$ cat src/rtl/exec_pkg.sv
// exec_unit shared types: opcodes, flag bit positions, FSM states.
// Optional serial shifter is enabled by macro EXEC_SERIAL_SHIFT_EN.
package exec_pkg;

  localparam logic [3:0] OP_ADD = 4'd0;
  localparam logic [3:0] OP_SUB = 4'd1;
  localparam logic [3:0] OP_AND = 4'd2;
  localparam logic [3:0] OP_OR  = 4'd3;
  localparam logic [3:0] OP_XOR = 4'd4;
  localparam logic [3:0] OP_CMP = 4'd5;
  localparam logic [3:0] OP_MOV = 4'd6;
  localparam logic [3:0] OP_SLL = 4'd8;
  localparam logic [3:0] OP_SLR = 4'd9;
  localparam logic [3:0] OP_SRL = 4'd10;
  localparam logic [3:0] OP_SRA = 4'd11;

  localparam int FLAG_S = 3;
  localparam int FLAG_Z = 2;
  localparam int FLAG_C = 1;
  localparam int FLAG_V = 0;

  typedef enum logic {
    ST_IDLE  = 1'b0,
    ST_SHIFT = 1'b1
  } state_t;

  // Opcodes 8..11 are the shift group; op[1:0] picks the kind.
  function automatic logic is_shift_op(input logic [3:0] op);
    return op[3:2] == 2'b10;
  endfunction

endpackage

$ cat src/rtl/exec_shift_step.sv
// One-bit shift/rotate step for the serial shifter.
// Ports: kind (op[1:0]: SLL/SLR/SRL/SRA), val in, nval out, cout = bit shifted out.
module exec_shift_step #(
  parameter int DATA_W = 16
) (
  input  logic [1:0]        kind,
  input  logic [DATA_W-1:0] val,
  output logic [DATA_W-1:0] nval,
  output logic              cout
);

  always_comb begin
    nval = val;
    cout = 1'b0;
    unique case (kind)
      2'd0: begin
        nval = {val[DATA_W-2:0], 1'b0};
        cout = val[DATA_W-1];
      end
      2'd1: begin
        nval = {val[DATA_W-2:0], val[DATA_W-1]};
        cout = val[DATA_W-1];
      end
      2'd2: begin
        nval = {1'b0, val[DATA_W-1:1]};
        cout = val[0];
      end
      2'd3: begin
        nval = {val[DATA_W-1], val[DATA_W-1:1]};
        cout = val[0];
      end
    endcase
  end

endmodule

$ cat src/rtl/exec_unit.sv
// Execute stage: ALU + shifter, registered register-file write and {S,Z,C,V}.
// Ports: clock, reset (async low), exec (freeze), in_valid/in_ready, op,
// rdata1/rdata2, shamt, dst -> wflag/wadd/wdata, flags, busy.
// Macro EXEC_SERIAL_SHIFT_EN: shifts with shamt>0 run 1 bit/cycle.
module exec_unit
  import exec_pkg::*;
#(
  parameter int DATA_W = 16,
  parameter int ADDR_W = 3
) (
  input  logic              clock,
  input  logic              reset,
  input  logic              exec,
  input  logic              in_valid,
  output logic              in_ready,
  input  logic [3:0]        op,
  input  logic [DATA_W-1:0] rdata1,
  input  logic [DATA_W-1:0] rdata2,
  input  logic [3:0]        shamt,
  input  logic [ADDR_W-1:0] dst,
  output logic              wflag,
  output logic [ADDR_W-1:0] wadd,
  output logic [DATA_W-1:0] wdata,
  output logic [3:0]        flags,
  output logic              busy
);

  localparam int MSB = DATA_W - 1;

  state_t state;

  logic [DATA_W:0]   sum;
  logic [DATA_W-1:0] diff;
  logic [DATA_W:0]   sll_w;
  logic [DATA_W:0]   srl_w;
  logic [DATA_W:0]   sra_w;
  logic [DATA_W-1:0] rot;
  logic [DATA_W-1:0] res;
  logic              c;
  logic              v;
  logic              wr;
  logic              upd;
  logic              start;
  logic [3:0]        nf;

  assign in_ready = (state == ST_IDLE) && !exec;

  assign sum   = {1'b0, rdata1} + {1'b0, rdata2};
  assign diff  = rdata1 - rdata2;
  // Extra bit on the shifted-out side holds the last bit lost.
  assign sll_w = {1'b0, rdata1} << shamt;
  assign srl_w = {rdata1, 1'b0} >> shamt;
  assign sra_w = $signed({rdata1, 1'b0}) >>> shamt;
  assign rot   = (rdata1 << shamt)
               | (rdata1 >> (DATA_W - 32'(shamt)));

  always_comb begin
    res = '0;
    c   = 1'b0;
    v   = 1'b0;
    wr  = 1'b0;
    upd = 1'b1;
    unique case (op)
      OP_ADD: begin
        res = sum[MSB:0];
        c   = sum[DATA_W];
        v   = (rdata1[MSB] == rdata2[MSB])
            && (sum[MSB] != rdata1[MSB]);
        wr  = 1'b1;
      end
      OP_SUB, OP_CMP: begin
        res = diff;
        c   = rdata1 < rdata2;
        v   = (rdata1[MSB] != rdata2[MSB])
            && (diff[MSB] != rdata1[MSB]);
        wr  = (op == OP_SUB);
      end
      OP_AND: begin
        res = rdata1 & rdata2;
        wr  = 1'b1;
      end
      OP_OR: begin
        res = rdata1 | rdata2;
        wr  = 1'b1;
      end
      OP_XOR: begin
        res = rdata1 ^ rdata2;
        wr  = 1'b1;
      end
      OP_MOV: begin
        res = rdata2;
        wr  = 1'b1;
      end
      OP_SLL: begin
        {c, res} = sll_w;
        wr = 1'b1;
      end
      OP_SLR: begin
        res = rot;
        c   = (shamt != 4'd0) && rot[0];
        wr  = 1'b1;
      end
      OP_SRL: begin
        {res, c} = srl_w;
        wr = 1'b1;
      end
      OP_SRA: begin
        {res, c} = sra_w;
        wr = 1'b1;
      end
      default: upd = 1'b0;
    endcase
    nf         = '0;
    nf[FLAG_S] = res[MSB];
    nf[FLAG_Z] = (res == '0);
    nf[FLAG_C] = c;
    nf[FLAG_V] = v;
  end

`ifdef EXEC_SERIAL_SHIFT_EN
  logic [DATA_W-1:0] acc;
  logic [3:0]        cnt;
  logic [1:0]        kind;
  logic [DATA_W-1:0] step_val;
  logic              step_c;
  logic [3:0]        step_nf;

  exec_shift_step #(
    .DATA_W (DATA_W)
  ) u_step (
    .kind (kind),
    .val  (acc),
    .nval (step_val),
    .cout (step_c)
  );

  always_comb begin
    step_nf         = '0;
    step_nf[FLAG_S] = step_val[MSB];
    step_nf[FLAG_Z] = (step_val == '0);
    step_nf[FLAG_C] = step_c;
  end

  assign start = is_shift_op(op) && (shamt != 4'd0);
  assign busy  = (state == ST_SHIFT);
`else
  assign start = 1'b0;
  assign busy  = 1'b0;
`endif

  always_ff @(posedge clock or negedge reset) begin
    if (!reset) begin
      state <= ST_IDLE;
      wflag <= 1'b0;
      wadd  <= '0;
      wdata <= '0;
      flags <= '0;
`ifdef EXEC_SERIAL_SHIFT_EN
      acc   <= '0;
      cnt   <= '0;
      kind  <= '0;
`endif
    end else if (!exec) begin
      wflag <= 1'b0;
      unique case (state)
        ST_IDLE: begin
          if (in_valid && in_ready) begin
            wadd <= dst;
            if (start) begin
              state <= ST_SHIFT;
`ifdef EXEC_SERIAL_SHIFT_EN
              acc   <= rdata1;
              cnt   <= shamt;
              kind  <= op[1:0];
`endif
            end else begin
              if (wr) begin
                wflag <= 1'b1;
                wdata <= res;
              end
              if (upd) flags <= nf;
            end
          end
        end
        ST_SHIFT: begin
`ifdef EXEC_SERIAL_SHIFT_EN
          acc <= step_val;
          cnt <= cnt - 4'd1;
          if (cnt == 4'd1) begin
            state <= ST_IDLE;
            wflag <= 1'b1;
            wdata <= step_val;
            flags <= step_nf;
          end
`else
          state <= ST_IDLE;
`endif
        end
      endcase
    end
  end

endmodule

$ cat config.mk
export PLATFORM = sky130hd
export DESIGN_NAME = exec_unit
export DESIGN_NICKNAME = d
export VERILOG_FILES = /design/src/rtl/exec_pkg.sv /design/src/rtl/exec_shift_step.sv /design/src/rtl/exec_unit.sv
export SDC_FILE = /design/constraint.sdc
export NUM_CORES = 1
export LEC_CHECK = 0
export CELL_PAD_IN_SITES_DETAIL_PLACEMENT = 1
export CELL_PAD_IN_SITES_GLOBAL_PLACEMENT = 1
export CORE_ASPECT_RATIO = 2
export CORE_MARGIN = 1.5
export CORE_UTILIZATION = 43
export CTS_BUF_LIST = sky130_fd_sc_hd__clkbuf_16
export DETAILED_ROUTE_END_ITERATION = 16
export GPL_ROUTABILITY_DRIVEN = 0
export PLACE_DENSITY_LB_ADDON = 0.1
export SYNTH_ARGS = -nofsm -noshare
export SYNTH_HDL_FRONTEND = slang
export SYNTH_HIERARCHICAL = 1
export SYNTH_SLANG_ARGS = --single-unit
$ cat constraint.sdc
create_clock -name clock -period 0.9 [get_ports clock]
set_input_delay 0.18 -clock clock [delete_from_list [all_inputs] [get_ports clock]]
set_output_delay 0.18 -clock clock [all_outputs]
set_load 0.005 [all_outputs]
==> results of run 1 <==
==> cell families after synthesis <==
logic type                 synth area share
other                             0.0005889
AOI/OAI and AO/OA                    0.2747
DFF                                 0.09432
and+or+nand+nor                      0.2118
adders and majority gates            0.1045
xor gates and xnor gates            0.01081
muxes                                0.2197
buffers and inverters               0.08351
==> metrics by stage <==
step | area, sq um | setup WS, ns | std cells | util | hold slack, ns
detailed placement | 9831 | -2.891 | 1361 | 0.6813 | 0.4994
global placement | 9831 | -2.720 | 1361 | 0.6813 | 0.4654
floorplan | 6835 | -2.021 | 835 | - | -0.1156
==> cell usage after synthesis, drive strengths merged, types with 6 or more instances <==
cell,instances
or3,6
and2,9
o221ai,8
a21oi,54
nor3,23
dfrtp,24
a211oi,26
clkbuf,50
mux2i,40
or2,7
mux4,27
ha,50
o2111ai,10
o22ai,16
a31oi,8
nand3,12
nand2b,9
a22oi,9
or4,6
a221oi,8
nor2,57
nand2,84
o21ai,39
mux2,34
nor2b,13
inv,54
o211ai,11
buf,24
xnor2,6
nor4,13
==> metrics.yaml, run 1 <==
outcome:
  outcome: "stopped before the end"
  haltStage: "4_1_cts"
  error: "[ERROR DPL-0033] detailed placement checks failed during check placement."
synthesis:
  ys_seq_area_frac: 0.09432
  synth_ff_type: "dfrtp_1"
  synth_top_area_cell: "ha_1"
  ys_ff_latch: 24
  avgSynthCellArea_sq_um: 7.626
  synth_top_area_frac: 0.09825
  ys_async_sr_fraction: 1.000
  syn_nets: 934
  ys_types: 80
  netlist_top_cells_area: "ha_1 9.8%, mux4_2 9.6%, dfrtp_1 9.4%, mux2i_1 6.3%, mux2_2 5.7%"
  synthesis.area_sq_um: 6367
  yosysWarnings: 6
  synth_edf_count: 0
  synthCells: 835
floorplan:
  io_pins: 73
  fp.dieH_microns: 175.1
  fp.dieW_microns: 89.05
  start_util: 0.4413
  rows: 62
cts:
  clockBufferDepth: 2
  numCtsBuffers: 3
  h-tree-depth: 1
  post-cts-setup-buffer-count: 100
  holdBufCountCts: 0
  numClockSinks: 24
  ctsResizeCount: 651
  cts_root_buf: "clkbuf_16"
placed_design:
  place_hpwl_microns: 33430
  port_buffers: 71
==> inputs of run 2 (changes only) <==
Settings changed: CELL_PAD_IN_SITES_DETAIL_PLACEMENT 1 to unset, CELL_PAD_IN_SITES_GLOBAL_PLACEMENT 1 to unset, CORE_ASPECT_RATIO 2 to unset, CORE_UTILIZATION 43 to 30, CTS_BUF_LIST sky130_fd_sc_hd__clkbuf_16 to unset, PLACE_DENSITY_LB_ADDON 0.1 to 0.15.
==> run 2 against run 1 <==
Effect of this change: the flow now finishes, with violations (setup timing); area after synthesis did not move; synthesized cell count unchanged.
==> metrics.yaml, run 2 <==
outcome:
  outcome: "finished, violations left"
  failed_checks: "setup timing"
synthesis:
  yosysWarnings: 6  # unchanged
  synth_edf_count: 0  # unchanged
  synthesis.area_sq_um: 6367  # unchanged
  ys_seq_area_frac: 0.09432  # unchanged
  ys_types: 80  # unchanged
  synthCells: 835  # unchanged
  synth.most_common_cell: "nand2_1"
  syn_nets: 934  # unchanged
  ys_ff_latch: 24  # unchanged
  netlist_top_cells_area: "ha_1 9.8%, mux4_2 9.6%, dfrtp_1 9.4%, mux2i_1 6.3%, mux2_2 5.7%"
  synthTopCellsByCount: "84 x nand2_1, 57 x nor2_1, 54 x a21oi_1"
  synth_ff_type: "dfrtp_1"
  synth_top_area_frac: 0.09825  # unchanged
  synth_top_area_cell: "ha_1"
  avgSynthCellArea_sq_um: 7.626  # unchanged
  ys_async_sr_fraction: 1.000  # unchanged
global_route:
  grt_max_degree: 25
  track_usage: 0.3131
  grt_pass1_vias: 9161
  overflow: 0
  antenna_found_initial: 1
  grt_pass1_wl_microns: 53230
timing:
  setup_violations: 46
  maxSlewViolCount: 0
  tightest_slew_ns: 0.7827
  rsz0062_at_grt: "yes"
  period_share: 3.032
  min_period_ns: 2.728
  fmaxAchievable_mhz: 366.5
  timing.final.ws_setup_ns: -1.828
  relSlewSlack: 0.4751
  fin_skew_ns: 0
  hold_violations: 0
floorplan:
  die_area_sq_um: 22110
  io_pins: 73  # unchanged
  start_util: 0.3048  # -0.1365
  coreArea_sq_um: 20890
  fp.dieH_microns: 148.7  # -15%
  rows: 53  # -15%
  fp.dieW_microns: 148.7  # +67%
route:
  ant_nets: 0
  routed_wl_microns: 35480
  drt_iter0_markers: 866
  viasPerCell: 5.818
  vias: 9199
  firstDrtPassIters: 6
  wl_per_cell_microns: 22.44
  drcViolationCount: 0
pwr:
  leakage_nw: 5.620
  peakVddDrop_v: 0.0007713
  power_mw: 11.15
  power_density_nw_per_um2: 866.8
placed_design:
  place_hpwl_microns: 24650  # -26%
  port_buffers: 71  # unchanged
  dp.cells: 1444  # +6.1%
final_layout:
  drive_gt1_frac: 0.6485
  largest_register: "wdata"
  area_growth_pct: 102.1
  utilization: 0.6160
  layout_commonest_cell: "buf_4"
  largest_reg_flops: 16
  fillers: 1773
  mostFrequentLayoutCells: "375 x buf_4, 85 x buf_6, 71 x nand2_1"
  n_antenna_cell: 0
  top_regs: "wdata (16), flags (4), wadd (3)"
  fin_cells: 1581
  nets: 1406
critical_path:
  startpoint: "shamt[0]"
  startpoint_type: "primary input"
  required_ns: 1.09
  timing.rr.start: "wdata[2]"
  rrSetupSlack_ns: -0.07
  ff2ff_path_depth: 3
  worstSetupPathType: "in2reg"
  worst_r2r_endpoint: "wdata[2]"
  critPathCaptureType: "flop"
  crit_fanout: 11
  cp.arrival_ns: 2.92
cts:
  numCtsBuffers: 3  # unchanged
  cts_tree: "built"
  clockBufferDepth: 2  # unchanged
  h-tree-depth: 1  # unchanged
  numClockSinks: 24  # unchanged
  clk_pin_slew_worst_paths_ns: 0.06
  holdBufCountCts: 0  # unchanged
  cts_root_buf: "clkbuf_16"
  insertion_delay_ns: 0.26
hold_path:
  min_to: "wflag"
  hold_path_class: "in2reg"
  holdCritStartpoint: "exec"
  hold_path_depth: 4
flow_run:
  drv_cap: 0
-- run 2: worst max-delay path by stage --
| stage | cells after the start | to |
|---|---|---|
| after CTS | 12 | flags[2] |
| after detailed placement | 13 | flags[2] |
| after global placement | 13 | flags[2] |
| after floorplan | 16 | flags[2] |
| after global routing | 14 | flags[2] |
| final | 14 | flags[2] |
-- run 2: cell families (layout without fill, tap and decap cells) --
family          count (synthesis)  in the layout  share of synthesized area
fa+ha+maj                      52             52                     0.1045
other cells                     1              1                  0.0005889
flops                          24             24                    0.09432
buf+inv                       129            600                    0.08351
xor+xnor                        7              7                    0.01081
compound gates                253            253                     0.2747
mux                           101            101                     0.2197
simple gates                  268            268                     0.2118
-- run 2: what timing repair did --
item | CTS | global route
pin swaps | 128 | 70
buffers inserted | 118 | 22
cloned | 6 | 1
endpoints found under the setup margin | 49 | 48
gates resized for setup | 567 | 122
-- run 2: per-stage QoR --
stage	worst slack, ns	area (sq um)	hold WS (ns)	setup TNS (ns)
after floorplan	-2.021	6835	-0.1156	-28.67
after global placement	-2.678	9940	0.4643	-50.31
after detailed placement	-2.590	9940	0.4691	-50.41
after CTS	-1.835	12270	0.2372	-28.92
after global routing	-1.914	12870	0.2545	-31.38
final	-1.828	12870	0.2468	-29.69
-- run 2: critical path, stage by stage --
cell	delay, ns
buf_16	0.13
buf_4	0.16
buf_16	0.15
o31ai_4	0.28
a211o_1	0.19
buf_4	0.13
buf_6	0.13
a21oi_4	0.04
a221o_1	0.27
a211o_1	0.34
or4_4	0.55
nor4_4	0.17
nand4_1	0.12
o21ai_1	0.09
-- run 2: area by class of cell --
cell class	instances	area [sq um]	area share
inverters	55	257.7	0.02003
flip-flops and latches	24	600.6	0.04667
multi-input cells	682	6924	0.5381
clock inverters	1	30.03	0.002334
well taps	275	344.1	0.02674
repair buffers	541	4636	0.3603
clock buffers	3	75.07	0.005834
-- run 2: layer usage --
metal	wire (microns)	track usage	up-vias
met2	16210	0.5144	523
li1	-	-	4113
met3	2930	0.04325	150
met4	1958	0.1361	0
met5	0	0	-
met1	14390	0.4095	4413
-- run 2: power by group --
part	switching, mW	internal (mW)	total [mW]
clock network	0.374	0.884	1.26
logic	4.03	4.44	8.47
registers	0.116	1.30	1.42
Note: power is estimated with default switching activity, not from simulation.
==> inputs of run 3 (changes only) <==
--- a/config.mk
+++ b/config.mk
@@ -8,3 +8,3 @@
 export CORE_MARGIN = 1.5
-export CORE_UTILIZATION = 30
+export CORE_UTILIZATION = 25
 export DETAILED_ROUTE_END_ITERATION = 16
@@ -12,2 +12,3 @@
 export PLACE_DENSITY_LB_ADDON = 0.15
+export SLEW_MARGIN = 30
 export SYNTH_ARGS = -nofsm -noshare
==> constraint.sdc (replaced) <==
create_clock -name clock -period 0.9 [get_ports clock]
set_input_delay 0.135 -clock clock [delete_from_list [all_inputs] [get_ports clock]]
set_output_delay 0.135 -clock clock [all_outputs]
set_load 0.005 [all_outputs]
==> run 3 against run 2 <==
Effect of this change: the run still ends with setup timing left; non-clock buffer count decreased by 1; sequential share of layout area decreased by 0.058 points; power shrank 2.5%; clock-buffer cell count increased by 1; global-route usage is 6.1 points lower; utilization down 9.7 points; hold slack got worse by 0.056 ns; critical path type unchanged; critical endpoint unchanged.
==> metrics.yaml, run 3 (synthesized netlist as in run 2, its figures left out) <==
floorplan:
  fp.dieW_microns: 162.6  # +9.4%
  rows: 58  # +9.4%
  start_util: 0.2536  # -0.05123
  coreArea_sq_um: 25110  # +20%
  die_area_sq_um: 26440  # +20%
  io_pins: 73  # unchanged
  fp.dieH_microns: 162.6  # +9.4%
final_layout:
  drive_gt1_frac: 0.6521  # +0.003562
  multi_input_area_sq_um: 7005  # +1.2%
  largest_reg_flops: 16  # unchanged
  largest_register: "wdata"
  top_regs: "wdata (16), flags (4), wadd (3)"
  fin_cells: 1635  # +3.4%
  mostFrequentLayoutCells: "368 x buf_4, 81 x buf_6, 69 x nand2_1"
  n_antenna_cell: 0  # unchanged
  nets: 1405  # -0.071%
  seqCellArea_sq_um: 600.6  # unchanged
  layout_commonest_cell: "buf_4"
  fillers: 2375  # +34%
  utilization: 0.5189  # -0.09711
  area_growth_pct: 104.6
route:
  ant_nets: 0  # unchanged
  drt_iter0_markers: 706  # -18%
  wl_per_cell_microns: 20.96  # -6.6%
  drcViolationCount: 0  # unchanged
  firstDrtPassIters: 5  # -1
  routed_wl_microns: 34270  # -3.4%
  vias: 8823  # -4.1%
  viasPerCell: 5.396  # -7.3%
pwr:
  power_mw: 10.87  # -2.5%
  power_density_nw_per_um2: 834.4  # -3.7%
  peakVddDrop_v: 0.0008995  # +17%
  leakage_nw: 5.724  # +1.9%
global_route:
  grt_pass1_wl_microns: 51470  # -3.3%
  grt_max_degree: 25  # unchanged
  antenna_found_initial: 0  # -1
  track_usage: 0.2523  # -0.06080
  overflow: 0  # unchanged
  grt_pass1_vias: 8859  # -3.3%
cts:
  insertion_delay_ns: 0.25  # about the same
  numCtsBuffers: 3  # unchanged
  cts_root_buf: "clkbuf_16"
  clockBufferDepth: 2  # unchanged
  numClockSinks: 24  # unchanged
  clk_pin_slew_worst_paths_ns: 0.06  # about the same
  holdBufCountCts: 0  # unchanged
  cts_tree: "built"
  h-tree-depth: 1  # unchanged
hold_path:
  hold_path_class: "in2reg"
timing:
  min_period_ns: 2.758  # +0.02908 ns
  period_share: 3.064  # +0.03231
  relSlewSlack: 0.5129  # +0.03784
  setup_tns_ns: -26.58  # +3.116 ns
  hold_slack_ns: 0.1905  # -0.05624 ns
  fin_skew_ns: 0  # unchanged
  timing.final.ws_setup_ns: -1.858  # -0.02908 ns
  hold_violations: 0  # unchanged
  maxSlewViolCount: 0  # unchanged
  rsz0062_at_grt: "yes"
  setup_violations: 25  # -46%
  fmaxAchievable_mhz: 362.6  # -1.1%
  tightest_slew_ns: 0.7263  # -0.05641 ns
critical_path:
  required_ns: 1.08  # about the same
  worstSetupPathType: "in2reg"
  critPathCaptureType: "flop"
  cp.arrival_ns: 2.94  # +0.02 ns
  startpoint_type: "primary input"
  crit_fanout: 2  # -9
placed_design:
  dp.cells: 1507  # +4.4%
  place_hpwl_microns: 26140  # +6.0%
  port_buffers: 71  # unchanged
outcome:
  outcome: "finished, violations left"
  failed_checks: "setup timing"
flow_run:
  drv_cap: 0  # unchanged
-- run 3: cell type report --
cell class                      instances  area share
Clock buffer                            4    0.006818
Inverter                               55     0.01777
Multi-Input combinational cell        682      0.5377
Sequential cell                        24     0.04610
Tap cell                              330     0.03169
Timing Repair Buffer                  540      0.3599
-- run 3: where the power goes --
part / switching [mW] / total (mW) / internal [mW] / leakage [nW]
combinational: 3.95 / 8.41 / 4.46 / 5.39
clock: 0.367 / 1.05 / 0.679 / 0.0442
sequential: 0.108 / 1.41 / 1.30 / 0.294
-- run 3: metal layers --
metal,wire length (microns),track usage,vias to the layer above
li1,-,-,4101
met1,14930,0.3380,4292
met2,16140,0.4264,353
met3,2083,0.02394,77
met4,1105,0.07923,0
met5,0,0,-
-- run 3: through the flow --
| stage | instance area (sq um) | setup WS [ns] |
|---|---|---|
| 6_report | 13030 | -1.858 |
| 2_1_floorplan | 6835 | -1.976 |
| 3_5_place_dp | 10130 | -2.573 |
| 5_1_grt | 13030 | -1.923 |
| 4_1_cts | 12170 | -1.975 |
| 3_3_place_gp | 10120 | -2.531 |
-- run 3: final timing paths --
path                           start   endpoint  slack, ns  cells past startpoint
max in group asynchronous      reset    wadd[1]       0.53                      2
max                        rdata2[0]   flags[2]      -1.86                     12
min in group asynchronous      reset    wadd[2]       0.23                      2
max reg2reg                 wdata[6]   wdata[6]      -0.09                      3
min reg2reg                wdata[10]  wdata[10]       0.46                      2
min                             exec      wflag       0.19                      4
-- run 3: what timing repair did --
item                                    in CTS  in global routing
gates resized for setup                    533                153
cloned                                       2                  3
endpoints found under the setup margin      49                 48
pin swaps                                   94                 85
buffers inserted                            93                 47
-- run 3: critical path, cell delays in order --
cell	delay, ns
buf_8	0.10
buf_6	0.11
ha_4	0.15
fa_2	0.52
mux4_2	0.23
o211ai_1	0.22
nor4b_4	0.29
nand4_1	0.12
or4_4	0.56
nor4_4	0.29
nand4_1	0.11
o21ai_1	0.10
==> inputs of run 4 (changes only) <==
Clock period 0.9 ns to 2.9 ns, I/O delays scaled along.
==> run 4 against run 3 <==
Effect of this change: die area stayed put; the run still ends with setup timing left; clock-buffer cell count stayed put; hold slack better by 0.29 ns; largest cell class unchanged; final area is 14% lower; sequential share of layout area is 0.77 points higher; global-route usage is 1.5 points lower; power is 73% lower; sequential power is 69% lower.
==> metrics.yaml, run 4 (synthesized netlist as in run 2, its figures left out) <==
timing:
  rsz0062_at_grt: "yes"
  hold_violations: 0  # unchanged
  period_share: 1.096
  fmaxAchievable_mhz: 314.7
  relSlewSlack: 0.5074  # -0.005533
  setup_violations: 2  # -92%
  fin_skew_ns: 0  # unchanged
  timing.final.ws_setup_ns: -0.2777  # +1.580 ns
  tightest_slew_ns: 0.7285  # +0.002218 ns
  min_period_ns: 3.178
  maxSlewViolCount: 0  # unchanged
hold_path:
  min_to: "wdata[13]"
  hold_path_depth: 2  # -2
  hold_path_class: "reg2reg"
  holdCritStartpoint: "wdata[13]"
critical_path:
  critPathCaptureType: "flop"
  timing.rr.start: "wdata[9]"
  cp.arrival_ns: 3.36  # +0.42 ns
  required_ns: 3.08  # +2.00 ns
  rrSetupSlack_ns: 2.14  # +2.23 ns
  crit_fanout: 8  # +6
  ff2ff_path_depth: 1  # -2
  worstSetupPathType: "in2reg"
  startpoint_type: "primary input"
  worst_r2r_endpoint: "wdata[9]"
placed_design:
  place_hpwl_microns: 25900  # -0.90%
  port_buffers: 71  # unchanged
  pre_cts_slack_ns: -1.110  # +1.463 ns
  dp.cells: 1498  # -0.60%
final_layout:
  drive_gt1_frac: 0.4934  # -0.1587
  largest_register: "wdata"
  nets: 1310  # -6.8%
  top_regs: "wdata (16), flags (4), wadd (3)"
  layout_commonest_cell: "buf_4"
  n_antenna_cell: 0  # unchanged
  fillers: 2578  # +8.5%
  fin_cells: 1540  # -5.8%
  seqCellArea_sq_um: 600.6  # unchanged
  mostFrequentLayoutCells: "342 x buf_4, 84 x nand2_1, 55 x nor2_1"
  area_growth_pct: 75.44
  largest_reg_flops: 16  # unchanged
  multi_input_area_sq_um: 6168  # -12%
route:
  wl_per_cell_microns: 20.72  # -1.2%
  firstDrtPassIters: 5  # unchanged
  routed_wl_microns: 31900  # -6.9%
  vias: 8272  # -6.2%
  ant_nets: 0  # unchanged
  viasPerCell: 5.371  # -0.46%
  drcViolationCount: 0  # unchanged
  drt_iter0_markers: 606  # -14%
cts:
  numCtsBuffers: 3  # unchanged
  insertion_delay_ns: 0.25  # about the same
  h-tree-depth: 1  # unchanged
  clk_pin_slew_worst_paths_ns: 0.06  # about the same
  clockBufferDepth: 2  # unchanged
  numClockSinks: 24  # unchanged
  cts_tree: "built"
  cts_root_buf: "clkbuf_16"
global_route:
  grt_util_met2: 0.3912  # -0.03516
  grt_max_degree: 27  # +8.0%
  overflow: 0  # unchanged
  met1_usage: 0.3301  # -0.007965
  antenna_found_initial: 0  # unchanged
  grt_pass1_wl_microns: 48490  # -5.8%
  grt_pass1_vias: 8193  # -7.5%
  grt_use_met3: 0.01706  # -0.006875
  grt_busiest_layer: "met2"
  track_usage: 0.2377  # -0.01460
floorplan:
  start_util: 0.2536  # unchanged
  coreArea_sq_um: 25110  # unchanged
  fp.dieH_microns: 162.6  # unchanged
  die_area_sq_um: 26440  # unchanged
  io_pins: 73  # unchanged
  rows: 58  # unchanged
  fp.dieW_microns: 162.6  # unchanged
flow_run:
  drv_cap: 0  # unchanged
pwr:
  power_density_nw_per_um2: 264.3  # -68%
  leakage_nw: 4.887  # -15%
  peakVddDrop_v: 0.0002193  # -76%
outcome:
  outcome: "finished, violations left"
  failed_checks: "setup timing"
-- run 4: changes by cell type in the layout (fill, tap and decap cells not counted), moves of 15 or more --
cell	before	now
a21oi_1	29	46
a21oi_2	21	5
buf_2	35	3
buf_4	368	342
buf_6	81	23
buf_8	19	1
clkdlybuf4s50_1	7	38
nand2_1	69	84
-- run 4: repair_timing --
action / 4_1_cts / 5_1_grt
pin swaps: 46 / 30
buffers inserted: 25 / 12
setup endpoints to repair: 17 / 15
cloned: 0 / 1
hold buffers: 0 / 0
gates resized for setup: 172 / 83
-- run 4: how the worst max path moves through the flow --
stage | start | to | slack [ns]
finish | shamt[0] | flags[2] | -0.28
global route | shamt[0] | flags[2] | -0.36
CTS | rdata1[0] | flags[2] | -0.25
detailed placement | rdata1[0] | flags[2] | -1.11
global placement | rdata1[0] | flags[2] | -1.10
floorplan | shamt[1] | flags[2] | -0.28
-- run 4: power by group --
group	total [mW]	leakage [nW]	internal, mW	switching [mW]
Clock	0.320	0.0442	0.211	0.110
Sequential	0.442	0.294	0.405	0.0370
Combinational	2.19	4.55	1.14	1.05
Total	2.95	4.89	1.76	1.19
-- run 4: metrics by stage --
step                utilization  area [sq um]  total power, mW  hold WS [ns]  TNS (ns)
floorplan                     -          6482            1.312        0.1394   -0.2759
global placement         0.3911          9821            2.318        0.4613    -11.68
detailed placement       0.3914          9827            2.319        0.4665    -11.24
CTS                      0.4263         10700            2.837        0.4817   -0.2463
global route             0.4449         11170            3.139        0.5192   -0.5145
finish                   0.4449         11170            2.952        0.4778   -0.2839
-- run 4: cell type report --
cell class,instances,area share
well taps,330,0.03696
inverters,55,0.01949
multi-input cells,682,0.5522
flip-flops and latches,24,0.05376
clock buffers,4,0.007953
repair buffers,445,0.3296
-- run 4: critical path, stage by stage --
cell and delay, ns:
buf_6 0.13, inv_2 0.06, ha_4 0.35, buf_6 0.14, mux2i_2 0.23, mux4_2 0.30
o22ai_2 0.11, nor4b_4 0.26, buf_4 0.15, nand4_1 0.07, or4_4 0.56, nor4_4 0.35
nand4_1 0.12, o21ai_1 0.09
-- run 4: routing by layer --
layer  wire, microns  vias up
li1                -     3926
met1           14330     3954
met2           14320      317
met3            1887       75
met4            1365        0
met5               0        -
